### config.mk
export PLATFORM = sky130hd
export DESIGN_NAME = logic_op_arbiter
export DESIGN_NICKNAME = d
export VERILOG_FILES = /design/src/rtl/logic_ops_pkg.sv /design/src/rtl/logic_unit.sv /design/src/rtl/logic_op_arbiter.sv
export SDC_FILE = /design/constraint.sdc
export NUM_CORES = 1
export LEC_CHECK = 0
export CORE_AREA = 2 2 108 58
export DETAILED_ROUTE_END_ITERATION = 10
export DIE_AREA = 0 0 110 60
export PLACE_DENSITY = 0.77
export SYNTH_ARGS = -nofsm -noshare
export SYNTH_HDL_FRONTEND = slang
export SYNTH_SLANG_ARGS = --single-unit
### constraint.sdc
create_clock -name clk -period 2.7 [get_ports clk]
set_input_delay 0.81 -clock clk [delete_from_list [all_inputs] [get_ports clk]]
set_output_delay 0.81 -clock clk [all_outputs]
set_load 0.005 [all_outputs]
### src/rtl/logic_ops_pkg.sv
// Shared opcode constants and FSM state encoding for the logic-op arbiter
// and its combinational logic unit.
package logic_ops_pkg;

  localparam logic [1:0] OP_AND  = 2'b00;
  localparam logic [1:0] OP_OR   = 2'b01;
  localparam logic [1:0] OP_NAND = 2'b10;
  localparam logic [1:0] OP_NOR  = 2'b11;

  typedef enum logic [1:0] {
    ST_IDLE = 2'b00,
    ST_EXEC = 2'b01,
    ST_RESP = 2'b10
  } state_t;

endpackage

### src/rtl/logic_unit.sv
// Purely combinational bitwise unit: AND / OR / NAND / NOR over WIDTH bits.
module logic_unit
  import logic_ops_pkg::*;
#(
  parameter int WIDTH = 8
) (
  input  logic [1:0]       op,
  input  logic [WIDTH-1:0] a,
  input  logic [WIDTH-1:0] b,
  output logic [WIDTH-1:0] y
);

  always_comb begin
    case (op)
      OP_AND:  y = a & b;
      OP_OR:   y = a | b;
      OP_NAND: y = ~(a & b);
      default: y = ~(a | b);
    endcase
  end

endmodule

### src/rtl/logic_op_arbiter.sv
// Round-robin arbiter sharing one logic_unit between NUM_REQ requesters.
// Define LOGIC_ARB_CNT_EN to add the saturating done_cnt completion counter.
module logic_op_arbiter
  import logic_ops_pkg::*;
#(
  parameter int WIDTH   = 8,
  parameter int NUM_REQ = 4
`ifdef LOGIC_ARB_CNT_EN
  ,
  parameter int CNT_W   = 16
`endif
  ,
  localparam int ID_W   = $clog2(NUM_REQ)
) (
  input  logic                       clk,
  input  logic                       rst,
  input  logic [NUM_REQ-1:0]         req_valid,
  output logic [NUM_REQ-1:0]         req_ready,
  input  logic [2*NUM_REQ-1:0]       req_op,
  input  logic [WIDTH*NUM_REQ-1:0]   req_a,
  input  logic [WIDTH*NUM_REQ-1:0]   req_b,
  output logic                       rsp_valid,
  input  logic                       rsp_ready,
  output logic [WIDTH-1:0]           rsp_data,
  output logic [ID_W-1:0]            rsp_id
`ifdef LOGIC_ARB_CNT_EN
  ,
  output logic [CNT_W-1:0]           done_cnt
`endif
);

  state_t           state_q, state_d;
  logic [ID_W-1:0]  last_grant_q;
  logic [ID_W-1:0]  id_q;
  logic [1:0]       op_q;
  logic [WIDTH-1:0] a_q, b_q;
  logic [WIDTH-1:0] lu_y;

  logic             grant_found;
  logic [ID_W-1:0]  grant_idx;

  logic [1:0]       op_arr [NUM_REQ];
  logic [WIDTH-1:0] a_arr  [NUM_REQ];
  logic [WIDTH-1:0] b_arr  [NUM_REQ];

  for (genvar g = 0; g < NUM_REQ; g++) begin : g_unpack
    assign op_arr[g] = req_op[2*g +: 2];
    assign a_arr[g]  = req_a[WIDTH*g +: WIDTH];
    assign b_arr[g]  = req_b[WIDTH*g +: WIDTH];
  end

  // Rotating priority search starting just after the previous winner.
  always_comb begin
    // NOTE: every output of a combinational block gets a default first so no latch is inferred.
    int              cand;
    logic [ID_W-1:0] cand_idx;
    grant_found = 1'b0;
    grant_idx   = '0;
    cand        = 0;
    cand_idx    = '0;
    if (state_q == ST_IDLE && !rst) begin
      for (int k = 1; k <= NUM_REQ; k++) begin
        cand     = (int'(last_grant_q) + k) % NUM_REQ;
        cand_idx = ID_W'(cand);
        if (!grant_found && req_valid[cand_idx]) begin
          grant_found = 1'b1;
          grant_idx   = cand_idx;
        end
      end
    end
  end

  always_comb begin
    req_ready = '0;
    if (grant_found) req_ready[grant_idx] = 1'b1;
  end

  always_comb begin
    state_d = state_q;
    case (state_q)
      ST_IDLE: if (grant_found) state_d = ST_EXEC;
      ST_EXEC: state_d = ST_RESP;
      ST_RESP: if (rsp_valid && rsp_ready) state_d = ST_IDLE;
      default: state_d = ST_IDLE;
    endcase
  end

  // NOTE: registered state uses non-blocking assignments so all flops update together at the edge.
  always_ff @(posedge clk) begin
    if (rst) state_q <= ST_IDLE;
    else     state_q <= state_d;
  end

  logic_unit #(.WIDTH(WIDTH)) u_logic_unit (
    .op (op_q),
    .a  (a_q),
    .b  (b_q),
    .y  (lu_y)
  );

  // Reset wipes the in-flight operation, so a reset in EXEC/RESP yields no response.
  always_ff @(posedge clk) begin
    if (rst) begin
      last_grant_q <= ID_W'(NUM_REQ - 1);
      id_q         <= '0;
      op_q         <= '0;
      a_q          <= '0;
      b_q          <= '0;
      rsp_valid    <= 1'b0;
      rsp_data     <= '0;
      rsp_id       <= '0;
    end else begin
      if (grant_found) begin
        op_q         <= op_arr[grant_idx];
        a_q          <= a_arr[grant_idx];
        b_q          <= b_arr[grant_idx];
        id_q         <= grant_idx;
        last_grant_q <= grant_idx;
      end
      if (state_q == ST_EXEC) begin
        rsp_valid <= 1'b1;
        rsp_data  <= lu_y;
        rsp_id    <= id_q;
      end else if (state_q == ST_RESP && rsp_valid && rsp_ready) begin
        rsp_valid <= 1'b0;
      end
    end
  end

`ifdef LOGIC_ARB_CNT_EN
  // Saturating count of completed response handshakes.
  always_ff @(posedge clk) begin
    if (rst) begin
      done_cnt <= '0;
    end else if (state_q == ST_RESP && rsp_valid && rsp_ready && done_cnt != '1) begin
      done_cnt <= done_cnt + 1'b1;
    end
  end
`endif

endmodule

**After elaboration in Yosys (flattened, before gate mapping)**

Index checks and enable logic that the tools add are counted.

- Shift-type cells: 0
- Add/subtract/negate cells: 4
- Multiplexer cells: 39
- Divide/modulo/power cells: 0
- Bitwise logic cells: 5
- $mul: 0
- Reduce and logical (&&, ||, !) cells: 16
- Magnitude comparators: 7
- Eq/ne operators: 6

Operators with widths:

| kind | count |
|---|---|
| $bmux 8 s2 | 2 |
| $mux 8 | 4 |
| $pmux 8 s3 | 1 |
| $mux 2 | 9 |
| $not 8->8 | 2 |
| $lt 2x3->1 const B | 5 |
| $mux 1 | 15 |
| $and 8x8->8 | 1 |
| $bmux 1 s2 | 4 |
| $logic_and 1x1->1 | 8 |
| $or 8x8->8 | 1 |
| $pmux 2 s3 | 1 |
| $add 2x1->2 const B | 2 |
| $add 2x2->2 const B | 2 |
| $bmux 2 s2 | 1 |
| $eq 2x1->1 const B | 2 |
| $eq 2x2->1 const B | 2 |
| $logic_not 1->1 | 4 |
| $logic_not 2->1 | 2 |
| $mux 4 | 1 |
| $ne 2x2->1 const B | 2 |
| $ge 3x3->1 const B | 1 |
| $not 2->3 | 1 |
| $demux 1 s2 | 1 |
| 3 further kinds | 3 |

- Memories kept: 0
- Logic and storage cells: 86
- Register bits: 35
- Bits in latches: 0
- Output and inout bits: 15
- Memory bits (read-only): 0
- RAM bits: 0

**Longest topological paths before layout**

Gate-level depths: netlist of the first run.

- Word-level depth: 22
- Gate-level depth with buffers: 8
- Depth with buffers taken out: 6

**Hierarchy**

A second synthesis of the first run with hierarchy kept.

- Cells, all modules: 258
- Area, all modules: 2202.1 sq um

Modules (own cells, without submodules):

| module | area each (sq um) | times used | sequential area each (sq um) | cells an instance |
|---|---|---|---|---|
| logic_op_arbiter | 2025.7 | 1 | 700.7 | 240 |
| logic_unit | 176.4 | 1 | 0.0 | 18 |

**Least setup slack after synthesis of the first run**

No wires, ideal clock.

- Kind: input -> output
- From: input port rst
- To: output port req_ready[1]
- Buffers on the path: 3
- Slack: 0.010 ns
- Stages on the path: 6
- Data arrival time: 1.880 ns
- Path through: clkbuf_1 -> or3_1 -> a311o_1 -> buf_4 -> buf_6 -> inv_2

- Cells in the longest elaborated chain, start to end: 8
- Elaborated cells on any way between the ends: 10
- Classes of those cells: order compare: 2; mux: 5; reduce/logical: 3

RTL lines:

| item | RTL line | source |
|---|---|---|
| from (decl) | logic_op_arbiter.sv:16 | `input logic rst,` |
| $logic_not 1->1 (*) | logic_op_arbiter.sv:61 | `if (state_q == ST_IDLE && !rst) begin` |
| $logic_and 1x1->1 (*) | logic_op_arbiter.sv:61 |  |
| $mux 2 | logic_op_arbiter.sv:61 |  |
| $lt 2x3->1 (not written as such) or $ge 2x1->1 (tied branches) | logic_op_arbiter.sv:75 | `if (grant_found) req_ready[grant_idx] = 1'b1;` |
| $logic_and 1x1->1 (not written as such) | logic_op_arbiter.sv:75 |  |
| $mux 1 (not written as such) | logic_op_arbiter.sv:75 |  |
| $demux 1 s2 | logic_op_arbiter.sv:75 |  |
| $mux 4 (*) | logic_op_arbiter.sv:75 |  |
| to (decl) | logic_op_arbiter.sv:18 | `output logic [NUM_REQ-1:0] req_ready,` |

Mark *: on every way between the ends. The rest lies on a longest branch, timed or not.

**Worst setup path in the final report of the first run**

- From: input port req_valid[3]
- To: output port req_ready[1]

- Cells in the longest elaborated chain, start to end: 21
- Elaborated cells on any way between the ends: 33
- Classes of those cells: order compare: 2; mux: 24; reduce/logical: 7

RTL lines:

| item | RTL line | source |
|---|---|---|
| from (decl) | logic_op_arbiter.sv:17 | `input logic [NUM_REQ-1:0] req_valid,` |
| $bmux 1 s2 | logic_op_arbiter.sv:65 | `if (!grant_found && req_valid[cand_idx]) begin` |
| $mux 1 (not written as such) | logic_op_arbiter.sv:65 |  |
| $mux 1 | logic_op_arbiter.sv:65 |  |
| $mux 1 | logic_op_arbiter.sv:61 |  |
| $logic_not 1->1 | logic_op_arbiter.sv:65 |  |
| $logic_and 1x1->1 | logic_op_arbiter.sv:65 |  |
| $mux 1 | logic_op_arbiter.sv:65 |  |
| $mux 1 | logic_op_arbiter.sv:61 |  |
| (+5 left out) | -- |  |
| $logic_and 1x1->1 | logic_op_arbiter.sv:65 |  |
| $mux 2 | logic_op_arbiter.sv:65 |  |
| $mux 2 | logic_op_arbiter.sv:61 |  |
| $lt 2x3->1 (not written as such) or $ge 2x1->1 (tied branches) | logic_op_arbiter.sv:75 |  |
| $logic_and 1x1->1 (not written as such) | logic_op_arbiter.sv:75 |  |
| $mux 1 (not written as such) | logic_op_arbiter.sv:75 |  |
| $demux 1 s2 | logic_op_arbiter.sv:75 |  |
| $mux 4 (*) | logic_op_arbiter.sv:75 |  |

Mark *: on every way between the ends. The rest lies on a longest branch, timed or not. The select of a mux whose other input is x is not followed.

==> results.yml, run 1 <==
worst_setup_path:
  worst_r2r_endpoint: "a_q[4]"
  critPathMaxFanout: 5
  startpoint_type: "input pin"
  rr_startpoint: "last_grant_q[0]"
  critPathKind: "input pin to primary output"
  worst-r2r-setup-slack_ns: 0.79
  reg2reg_depth: 7
  worstSetupEndpointType: "primary output"
  required_ns: 1.89
  arrival_ns: 1.86
logic_synthesis:
  synth_cell_types: 38
  synthCells: 271
  synthFlopType: "dfxtp_1"
  synth-edff-count: 0
  synth_top_cell_area_share_pct: 34.85
  seq_area_frac_synth_pct: 34.85
  ys_async_sr_fraction_pct: 0
  syn-num-nets: 350
  synth.most_common_cell: "a21oi_1"
  ys_ff_latch: 35
  ys_warn_count: 0
  syn_area_um2: 2011
  ys_top_cells_by_area: "dfxtp_1 35%, a21oi_1 9.5%, a211oi_1 9.3%, o41ai_1 7.4%, nor2_1 6.5%"
  syn_avg_cell_area_um2: 7.419
  synth_commonest_cells: "38 x a21oi_1, 35 x dfxtp_1, 35 x nor2_1"
  synth.largest_area_cell: "dfxtp_1"
floorplanning:
  row_count: 20
  die_area_um2: 6600
  die_height_um: 60
  core_um2: 5731
  fp.dieW_um: 110
  ioPinCount: 94
  initial_core_util_pct: 35.09
clock_tree:
  cts_buffers: 5
  clockBufferDepth: 2
  cts_tree: "built"
  cts_hold_buf: 0
  h-tree-depth: 2
  cts.sinks: 35
  clk_pin_slew_worst_paths_ns: 0.07
  cts_root_buf: "clkbuf_8"
  clock_latency_ns: 0.29
global_route:
  grt_use_total_pct: 21.19
  busiest_layer: "met2"
  grt_pass1_vias: 2132
  globalRouteMet1Util_pct: 29.32
  grtUsageMet3_pct: 6.543
  grt_pass1_wl_um: 10520
  grt.met2_usage_pct: 32.95
  grt.overflow.total: 0
  grt_max_degree: 36
  antenna_found_initial: 0
drt:
  drt_iter0_markers: 141
  wl_per_cell_um: 15.19
  drc: 0
  ant_nets: 0
  dr_total_vias: 2324
  firstDrtPassIters: 4
  drt_wl_total_um: 6836
  routed_via_density: 5.164
power_and_ir_drop:
  vdd_drop_max_mv: 0.2553
  sw_frac_of_total_pct: 34.33
  seq_power_share_pct: 39.3
  comb_power_share_pct: 40.1
  p_sw_w: 0.0006053
  clockPowerShare_pct: 20.5
  p_leak_nw: 1.260
  p_per_area_nw_per_um2: 541.6
  cellInternalPower_w: 0.001158
timing:
  max_freq_mhz: 374.2
  rsz0062_at_grt: "false"
  fin_crit_sh_pct: 98.96
  hold_ws_ns: 0.4620
  fin_crit_ns: 2.672
  maxSlewHeadroom_pct: 70.59
  setup_viol: 0
  maxSlewViolCount: 0
  hold_viol: 0
  worst_pin_slew_ns: 0.4406
  finalWorstSetupSlack_ns: 0.02795
  finalClockSkew_ns: 0.006536
final_layout:
  drive_gt1_share_pct: 15.28
  finalNetCount: 451
  diodes: 0
  syn2layout_area_growth_pct: 61.92
worst_hold_path:
  min_path_type: "flop to flop"
  min_from: "id_q[1]"
  min_to: "id_q[1]"
  holdPathStages: 2
run:
  maxCapViolations: 0
placed_design:
  routabilityCongestion: 0.8288
  pre_cts_slack_ns: -0.7596
  port_buffers: 93
  hpwl_um: 5053
status:
  status: "completed"
## worst max-delay path, stage by stage
cell and delay (ns):
buf_4 0.14, nor2b_4 0.14, o221a_2 0.25, a311o_1 0.37
inv_2 0.07, buf_6 0.08
## flip-flops by register name (all words and copies together), names as in the netlist
register      flops
rsp_data          8
a_q               8
rsp_id            2
state_q           2
last_grant_q      2
op_q              2
rsp_valid         1
id_q              2
b_q               8
## placed cells by master (no fill, tap or decap), drive strengths merged
| cell type | count |
|---|---|
| dfxtp | 35 |
| nand3 | 1 |
| inv | 21 |
| nand2b | 5 |
| nand2 | 20 |
| a31oi | 1 |
| a22oi | 1 |
| a21o | 1 |
| a311o | 1 |
| o211a | 1 |
| clkdlybuf4s50 | 84 |
| nor3 | 2 |
| or2 | 1 |
| o221a | 1 |
| o21ai | 22 |
| nor2b | 3 |
| clkinv | 4 |
| o41ai | 17 |
| xnor2 | 8 |
| or3 | 1 |
| nor2 | 35 |
| mux2i | 2 |
| nor4 | 1 |
| clkbuf | 7 |
| o22ai | 1 |
| a211oi | 25 |
| a21oi | 38 |
| and3 | 1 |
| o2111ai | 1 |
| buf | 31 |
| nand4 | 1 |
## power by group through the flow
stage	sequential (W)	clock (W)	combinational, W
2_1_floorplan	0.000664	0	0.000416
3_3_place_gp	0.000699	0	0.000670
3_5_place_dp	0.000702	0	0.000682
4_1_cts	0.000693	0.000369	0.000701
5_1_grt	0.000706	0.000397	0.000778
6_report	0.000693	0.000362	0.000708
## per-layer routing
layer / vias to the layer above / share of wire (%) / wire [um]
met2: 84 / 42 / 2893
met4: 0 / 0.41 / 28
li1: 1168 / - / -
met3: 5 / 9.8 / 671
met5: - / 0 / 0
met1: 1067 / 47 / 3242
## per-stage QoR
step	total power [W]	util (%)	setup TNS (ns)	cells	area, um^2
2_1_floorplan	0.001079	-	0	271	2011
3_3_place_gp	0.001369	53.38	-3.430	435	3059
6_report	0.001763	56.81	0	450	3256
4_1_cts	0.001763	56.29	-0.009933	450	3226
3_5_place_dp	0.001384	53.38	-5.161	435	3059
5_1_grt	0.001881	56.81	0	450	3256
## worst max path at each step
| stage | to | start | slack [ns] |
|---|---|---|---|
| 2_1_floorplan | req_ready[1] | rst | 0.01 |
| 3_3_place_gp | req_ready[1] | req_valid[1] | -0.72 |
| 3_5_place_dp | req_ready[1] | req_valid[1] | -0.76 |
| 4_1_cts | req_ready[2] | req_valid[1] | -0.01 |
| 5_1_grt | req_ready[1] | req_valid[2] | 0.0008 |
| 6_report | req_ready[1] | req_valid[3] | 0.03 |
## logic make-up (layout without fill, tap and decap cells)
logic type | Yosys count | count (layout) | synth area share (%)
flip-flops | 35 | 35 | 34.85
multiplexers | 2 | 2 | 0.9957
XOR/XNOR | 8 | 8 | 3.485
AO/OA/AOI/OAI | 110 | 110 | 35.22
buffers and inverters | 45 | 147 | 9.396
AND/OR/NAND/NOR | 71 | 71 | 16.06
## cell type report
type | count | area (um^2)
fillers | 545 | 2475
multi-input cells | 191 | 1199
repair buffers | 117 | 1094
flip-flops and latches | 35 | 700.7
well taps | 77 | 96.34
inverters | 22 | 82.58
clock buffers | 5 | 68.82
clock inverters | 3 | 15.01
## what timing repair did
| action | in CTS | in global routing |
|---|---|---|
| pin swaps | 3 | 5 |
| setup buffers | 7 | 2 |
| resized for setup | 43 | 17 |
| endpoints found under the setup margin | 4 | 4 |
Power figures use the tool's default switching activity.
==> inputs of run 2 (changes only) <==
==> constraint.sdc (replaced) <==
create_clock -name clk -period 2.7 [get_ports clk]
set_input_delay 0.81 -clock clk [delete_from_list [all_inputs] [get_ports clk]]
set_output_delay 0.81 -clock clk [all_outputs]
set_load 0.01 [all_outputs]
==> run 2 against run 1 <==
  * Sequential cell count stayed put
  * Clock power is 4% higher
  * Clock skew is 0.0018 ns higher
  * Count of clock-buffer cells in the layout is 1 higher
==> results.yml, run 2 (synthesis gave the netlist of run 1 again) <==
clock_tree:
  cts_hold_buf: 0
  clock_latency_ns: 0.29
  h-tree-depth: 2
  cts_buffers: 5
  cts_root_buf: "clkbuf_8"
  cts.sinks: 35
  clockBufferDepth: 2
  cts_tree: "built"
  clk_pin_slew_worst_paths_ns: 0.06
run:
  maxCapViolations: 0
global_route:
  grt_max_degree: 36
  grt_pass1_vias: 2191
  antenna_found_initial: 0
  grt.overflow.total: 0
  grt_pass1_wl_um: 10490
  grt_use_total_pct: 21.19
drt:
  firstDrtPassIters: 4
  wl_per_cell_um: 15.13
  drt_wl_total_um: 6701
  drt_iter0_markers: 124
  ant_nets: 0
  routed_via_density: 5.167
  drc: 0
  dr_total_vias: 2289
worst_setup_path:
  required_ns: 1.89
  critPathKind: "input pin to primary output"
  crit_path_start: "req_valid[3]"
  arrival_ns: 1.85
  worstSetupEndpointType: "primary output"
  startpoint_type: "input pin"
  cpLargestDelayFamily: "compound AO/OA/AOI/OAI gates"
  rr_startpoint: "last_grant_q[0]"
  crit_slowest_cell: "a311o_1"
  critPathBufInv: 3
  critPathMaxFanout: 5
  slowest_delay_ns: 0.32
  path_cells: "buf_4 -> nor2b_4 -> o221a_2 -> a311o_1 -> inv_2 -> buf_2"
timing:
  max_freq_mhz: 375.4
  hold_viol: 0
  fin_crit_sh_pct: 98.66
  setup_viol: 0
  fin_crit_ns: 2.664
  fin_setup_tns_ns: 0
  maxSlewHeadroom_pct: 70.87
  maxSlewViolCount: 0
  finalClockSkew_ns: 0.008365
  worst_pin_slew_ns: 0.4363
placed_design:
  port_buffers: 93
  hpwl_um: 4997
  dpl-instance-area_um2: 3044
  routabilityCongestion: 0.8304
power_and_ir_drop:
  vdd_drop_max_mv: 0.2292
  p_leak_nw: 1.232
  p_per_area_nw_per_um2: 558.1
final_layout:
  final_util_pct: 55.61
  diodes: 0
  fillers: 547
  final_area_um2: 3187
  syn2layout_area_growth_pct: 58.49
  final_cell_mix: "84 x clkdlybuf4s50_1, 38 x a21oi_1, 35 x nor2_1, 35 x dfxtp_1, 25 x a211oi_1"
  mostFrequentLayoutCell: "clkdlybuf4s50_1"
  top_regs: "a_q: 8 flops, b_q: 8 flops, rsp_data: 8 flops"
  drive_gt1_share_pct: 13.39
  finalNetCount: 445
status:
  status: "completed"
floorplanning:
  ioPinCount: 94
  fp.dieW_um: 110
  initial_core_util_pct: 35.09
  die_height_um: 60
  core_um2: 5731
  row_count: 20
  die_area_um2: 6600
worst_hold_path:
  min_from: "id_q[1]"
  min_path_type: "flop to flop"
## run 2: cell count changes in the layout (fill, tap and decap cells not counted), sizes merged
cell    delta
clkinv     -2
buf        -5
## run 2: repair_timing
item,in CTS,in global routing
setup buffers,3,0
pin swaps,6,2
setup endpoints to repair,4,4
resized for setup,44,10
## run 2: report_power, final
| group | internal (W) | total, W | leakage (nW) | switching [W] |
|---|---|---|---|---|
| Combinational | 0.000360 | 0.000707 | 0.894 | 0.000347 |
| Clock | 0.000200 | 0.000377 | 0.0470 | 0.000177 |
| Sequential | 0.000612 | 0.000695 | 0.291 | 0.0000825 |
## run 2: layer usage
layer,part of all wire [%],wire (um),GRT usage (%)
met5,0,0,0
met4,0.79,53,5.063
met3,9.9,661,7.088
met2,39,2640,31.29
met1,50,3345,29.76
## run 2: through the flow
step	total power (W)	cells	hold slack, ns	setup WS [ns]
final	0.001779	443	0.4674	0.03622
after floorplan	0.001090	271	0.4360	0.01671
after global placement	0.001375	433	0.4566	-0.7914
after global routing	0.001893	443	0.5078	-0.0007883
after detailed placement	0.001388	433	0.4653	-0.8247
after CTS	0.001779	443	0.4756	0.007059
## run 2: final cells by class
type | count | area [um^2] | area share, %
Clock inverter | 1 | 5.005 | 0.1570
Sequential cell | 35 | 700.7 | 21.99
Timing Repair Buffer | 111 | 1032 | 32.39
Multi-Input combinational cell | 191 | 1187 | 37.26
Clock buffer | 6 | 82.58 | 2.591
Tap cell | 77 | 96.34 | 3.023
Inverter | 22 | 82.58 | 2.591
## run 2: path summary, 6_finish.rpt
kind                   to  slack (ns)  depth (start not counted)
max          req_ready[1]        0.04                          6
min               id_q[1]        0.47                          2
max reg2reg        a_q[1]        0.68                          7
min reg2reg       id_q[1]        0.47                          2
## run 2: worst register-to-register path: stages (launching register included)
cell and delay (ns):
dfxtp_1 0.45, nand2b_4 0.18, a21o_1 0.19, buf_6 0.12, nand3_4 0.08, buf_4 0.26
o41ai_1 0.47, a211oi_1 0.14
==> inputs of run 3 (changes only) <==
--- a/config.mk
+++ b/config.mk
@@ -5,10 +5,11 @@
 export SDC_FILE = /design/constraint.sdc
 export NUM_CORES = 1
 export LEC_CHECK = 0
-export CORE_AREA = 2 2 108 58
+export ABC_AREA = 1
+export CORE_AREA = 2 2 111 59
 export DETAILED_ROUTE_END_ITERATION = 10
-export DIE_AREA = 0 0 110 60
-export PLACE_DENSITY = 0.77
+export DIE_AREA = 0 0 113 61
+export PLACE_DENSITY = 0.79
 export SYNTH_ARGS = -nofsm -noshare
 export SYNTH_HDL_FRONTEND = slang
 export SYNTH_SLANG_ARGS = --single-unit
==> run 3 against run 2 <==
  * The flow now finishes with violations (DRC, setup timing)
  * Wire length up 22%
  * Cell area up 19%
  * Power rose by 93%
  * Sequential share of layout area decreased by 3.5 points
  * Largest power group unchanged
  * Critical endpoint unchanged
  * Clock skew is 0.0052 ns lower
  * Global-route usage increased by 1.1 points
==> results.yml, run 3 <==
floorplanning:
  die_area_um2: 6893
  ioPinCount: 94
  core_um2: 5906
  die_height_um: 61
  fp.dieW_um: 113
  row_count: 20
  initial_core_util_pct: 38.16
drt:
  dr_total_vias: 2879
  drt_wl_total_um: 8181
  ant_nets: 0
  drt_iter0_markers: 175
  firstDrtPassIters: 8
  wl_per_cell_um: 15.07
  drc: 7
  routed_via_density: 5.302
final_layout:
  final_cell_mix: "110 x nand3_1, 84 x clkdlybuf4s50_1, 83 x nand2_1, 34 x buf_4, 33 x dfxtp_1"
  top_regs: "a_q: 8 flops, b_q: 8 flops, rsp_data: 8 flops"
  syn2layout_area_growth_pct: 68.52
  diodes: 0
  finalNetCount: 544
  final_area_um2: 3797
  drive_gt1_share_pct: 21.46
  fillers: 496
  mostFrequentLayoutCell: "nand3_1"
clock_tree:
  clk_pin_slew_worst_paths_ns: 0.05
  h-tree-depth: 2
  clock_latency_ns: 0.28
  cts_root_buf: "clkbuf_16"
  cts_buffers: 5
  cts.sinks: 35
  clockBufferDepth: 2
  cts_tree: "built"
logic_synthesis:
  seq_area_frac_synth_pct: 31.09
  synthCells: 355
  synth_commonest_cells: "118 x nand3_1, 102 x nand2_1, 35 x dfxtp_1"
  synth_mux_area_share_pct: 0
  syn-num-nets: 434
  synth_top_family_by_area: "simple AND/OR/NAND/NOR gates"
  synth_top_cell_area_share_pct: 31.09
  synth.largest_area_cell: "dfxtp_1"
  synthAdderAreaFrac_pct: 2.221
  syn_area_um2: 2253
  syn_avg_cell_area_um2: 6.348
  synthFlopType: "dfxtp_1"
  synth_cell_types: 24
  ys_warn_count: 0
  synth-edff-count: 0
  ys_ff_latch: 35
  synthSimpleGateAreaFrac_pct: 46.97
  synth_xor_area_share_pct: 2.721
  ys_async_sr_fraction_pct: 0
  synth.most_common_cell: "nand3_1"
  synth_compound_area_share_pct: 6.663
  ys_top_cells_by_area: "dfxtp_1 31%, nand3_1 26%, nand2_1 17%, buf_6 2.5%, o21ai_0 2.4%"
global_route:
  grt_max_degree: 49
  grt_use_total_pct: 22.34
  antenna_found_initial: 0
  grt.overflow.total: 0
  grt_pass1_wl_um: 12210
  grt_pass1_vias: 2632
timing:
  hold_viol: 0
  fin_crit_ns: 3.039
  max_freq_mhz: 329.0
  maxSlewHeadroom_pct: 68.04
  worst_pin_slew_ns: 0.4794
  fin_setup_tns_ns: -1.089
  setup_viol: 4
  finalClockSkew_ns: 0.003168
  rsz0062_at_grt: "true"
  maxSlewViolCount: 0
  finalWorstSetupSlack_ns: -0.3391
  fin_crit_sh_pct: 112.6
worst_setup_path:
  worstSetupEndpointType: "primary output"
  required_ns: 1.89
  startpoint_type: "input pin"
  critPathMaxFanout: 4
  arrival_ns: 2.23
  critPathKind: "input pin to primary output"
status:
  violations: "DRC, setup timing"
  status: "finished with violations"
power_and_ir_drop:
  cellInternalPower_w: 0.001939
  sw_frac_of_total_pct: 43.61
  p_sw_w: 0.001500
  vdd_drop_max_mv: 0.5333
  comb_power_share_pct: 58.6
  seq_power_share_pct: 25.7
  p_leak_nw: 1.706
  p_per_area_nw_per_um2: 905.6
  clockPowerShare_pct: 15.7
run:
  maxCapViolations: 0
placed_design:
  port_buffers: 93
  hpwl_um: 5388
  routabilityCongestion: 0.9002
  dpl-instance-area_um2: 3341
worst_hold_path:
  min_path_type: "flop to flop"
==> run 3: cells by family after synthesis <==
| group | after synthesis |
|---|---|
| AND/OR/NAND/NOR | 238 |
| adder cells (fa/ha/maj) | 5 |
| buffers and inverters | 44 |
| AO/OA/AOI/OAI | 26 |
| XOR/XNOR | 7 |
| flip-flops | 35 |
==> run 3: repair_timing <==
action,CTS,global route
pin swaps,11,10
resized for setup,54,38
buffers inserted,11,5
hold endpoints to repair,0,0
gates cloned,0,0
endpoints found under the setup margin,22,6
hold buffers,0,0
==> run 3: worst max-delay path, cell delays in order <==
cell,delay [ns]
buf_8,0.11
inv_4,0.04
nand2_2,0.08
nand3_4,0.09
nand2_4,0.07
nor2_4,0.16
nand2_2,0.10
nor2_1,0.12
nand3b_1,0.24
inv_2,0.10
buf_6,0.14
nor2_4,0.07
buf_6,0.10
==> run 3: power by group through the flow <==
stage	sequential [W]	combinational (W)	clock, W
after global placement	0.000876	0.00161	0
final	0.000884	0.00202	0.000539
after CTS	0.000874	0.00179	0.000547
after floorplan	0.000842	0.00121	0
after detailed placement	0.000880	0.00167	0
after global routing	0.000909	0.00220	0.000572
==> run 3: path summary, 6_finish.rpt <==
| kind | startpoint | end | slack (ns) | depth (start not counted) |
|---|---|---|---|---|
| worst min-delay path | rsp_valid | rsp_valid | 0.47 | 2 |
| worst min register to register | rsp_valid | rsp_valid | 0.47 | 2 |
| worst max register to register | last_grant_q[0] | a_q[2] | 0.12 | 17 |
| worst max-delay path | req_valid[0] | req_ready[1] | -0.34 | 13 |
==> run 3: stage by stage <==
| stage | utilization (%) | cells | setup slack [ns] | hold WS [ns] | power, W |
|---|---|---|---|---|---|
| after floorplan | - | 355 | -0.01106 | 0.4380 | 0.002053 |
| after detailed placement | 56.57 | 519 | -1.089 | 0.4571 | 0.002547 |
| after CTS | 61.02 | 538 | -0.2189 | 0.4648 | 0.003212 |
| after global routing | 64.30 | 543 | -0.4215 | 0.4940 | 0.003677 |
| after global placement | 56.57 | 519 | -0.9824 | 0.4503 | 0.002490 |
| final | 64.30 | 543 | -0.3391 | 0.4713 | 0.003439 |
==> run 3: area by class of cell <==
class / count / area (um^2) / share of cell area [%]
Inverter: 18 / 85.08 / 2.241
Sequential cell: 35 / 703.2 / 18.52
Clock inverter: 1 / 5.005 / 0.1318
Tap cell: 77 / 96.34 / 2.537
Multi-Input combinational cell: 276 / 1535 / 40.43
Timing Repair Buffer: 129 / 1240 / 32.65
Clock buffer: 7 / 132.6 / 3.493
==> run 3: layer usage <==
metal / global-route usage (%) / part of all wire (%)
met5: 0 / 0
met2: 37.21 / 45
met4: 5.401 / 3.6
met3: 5.295 / 9.0
met1: 30.02 / 43
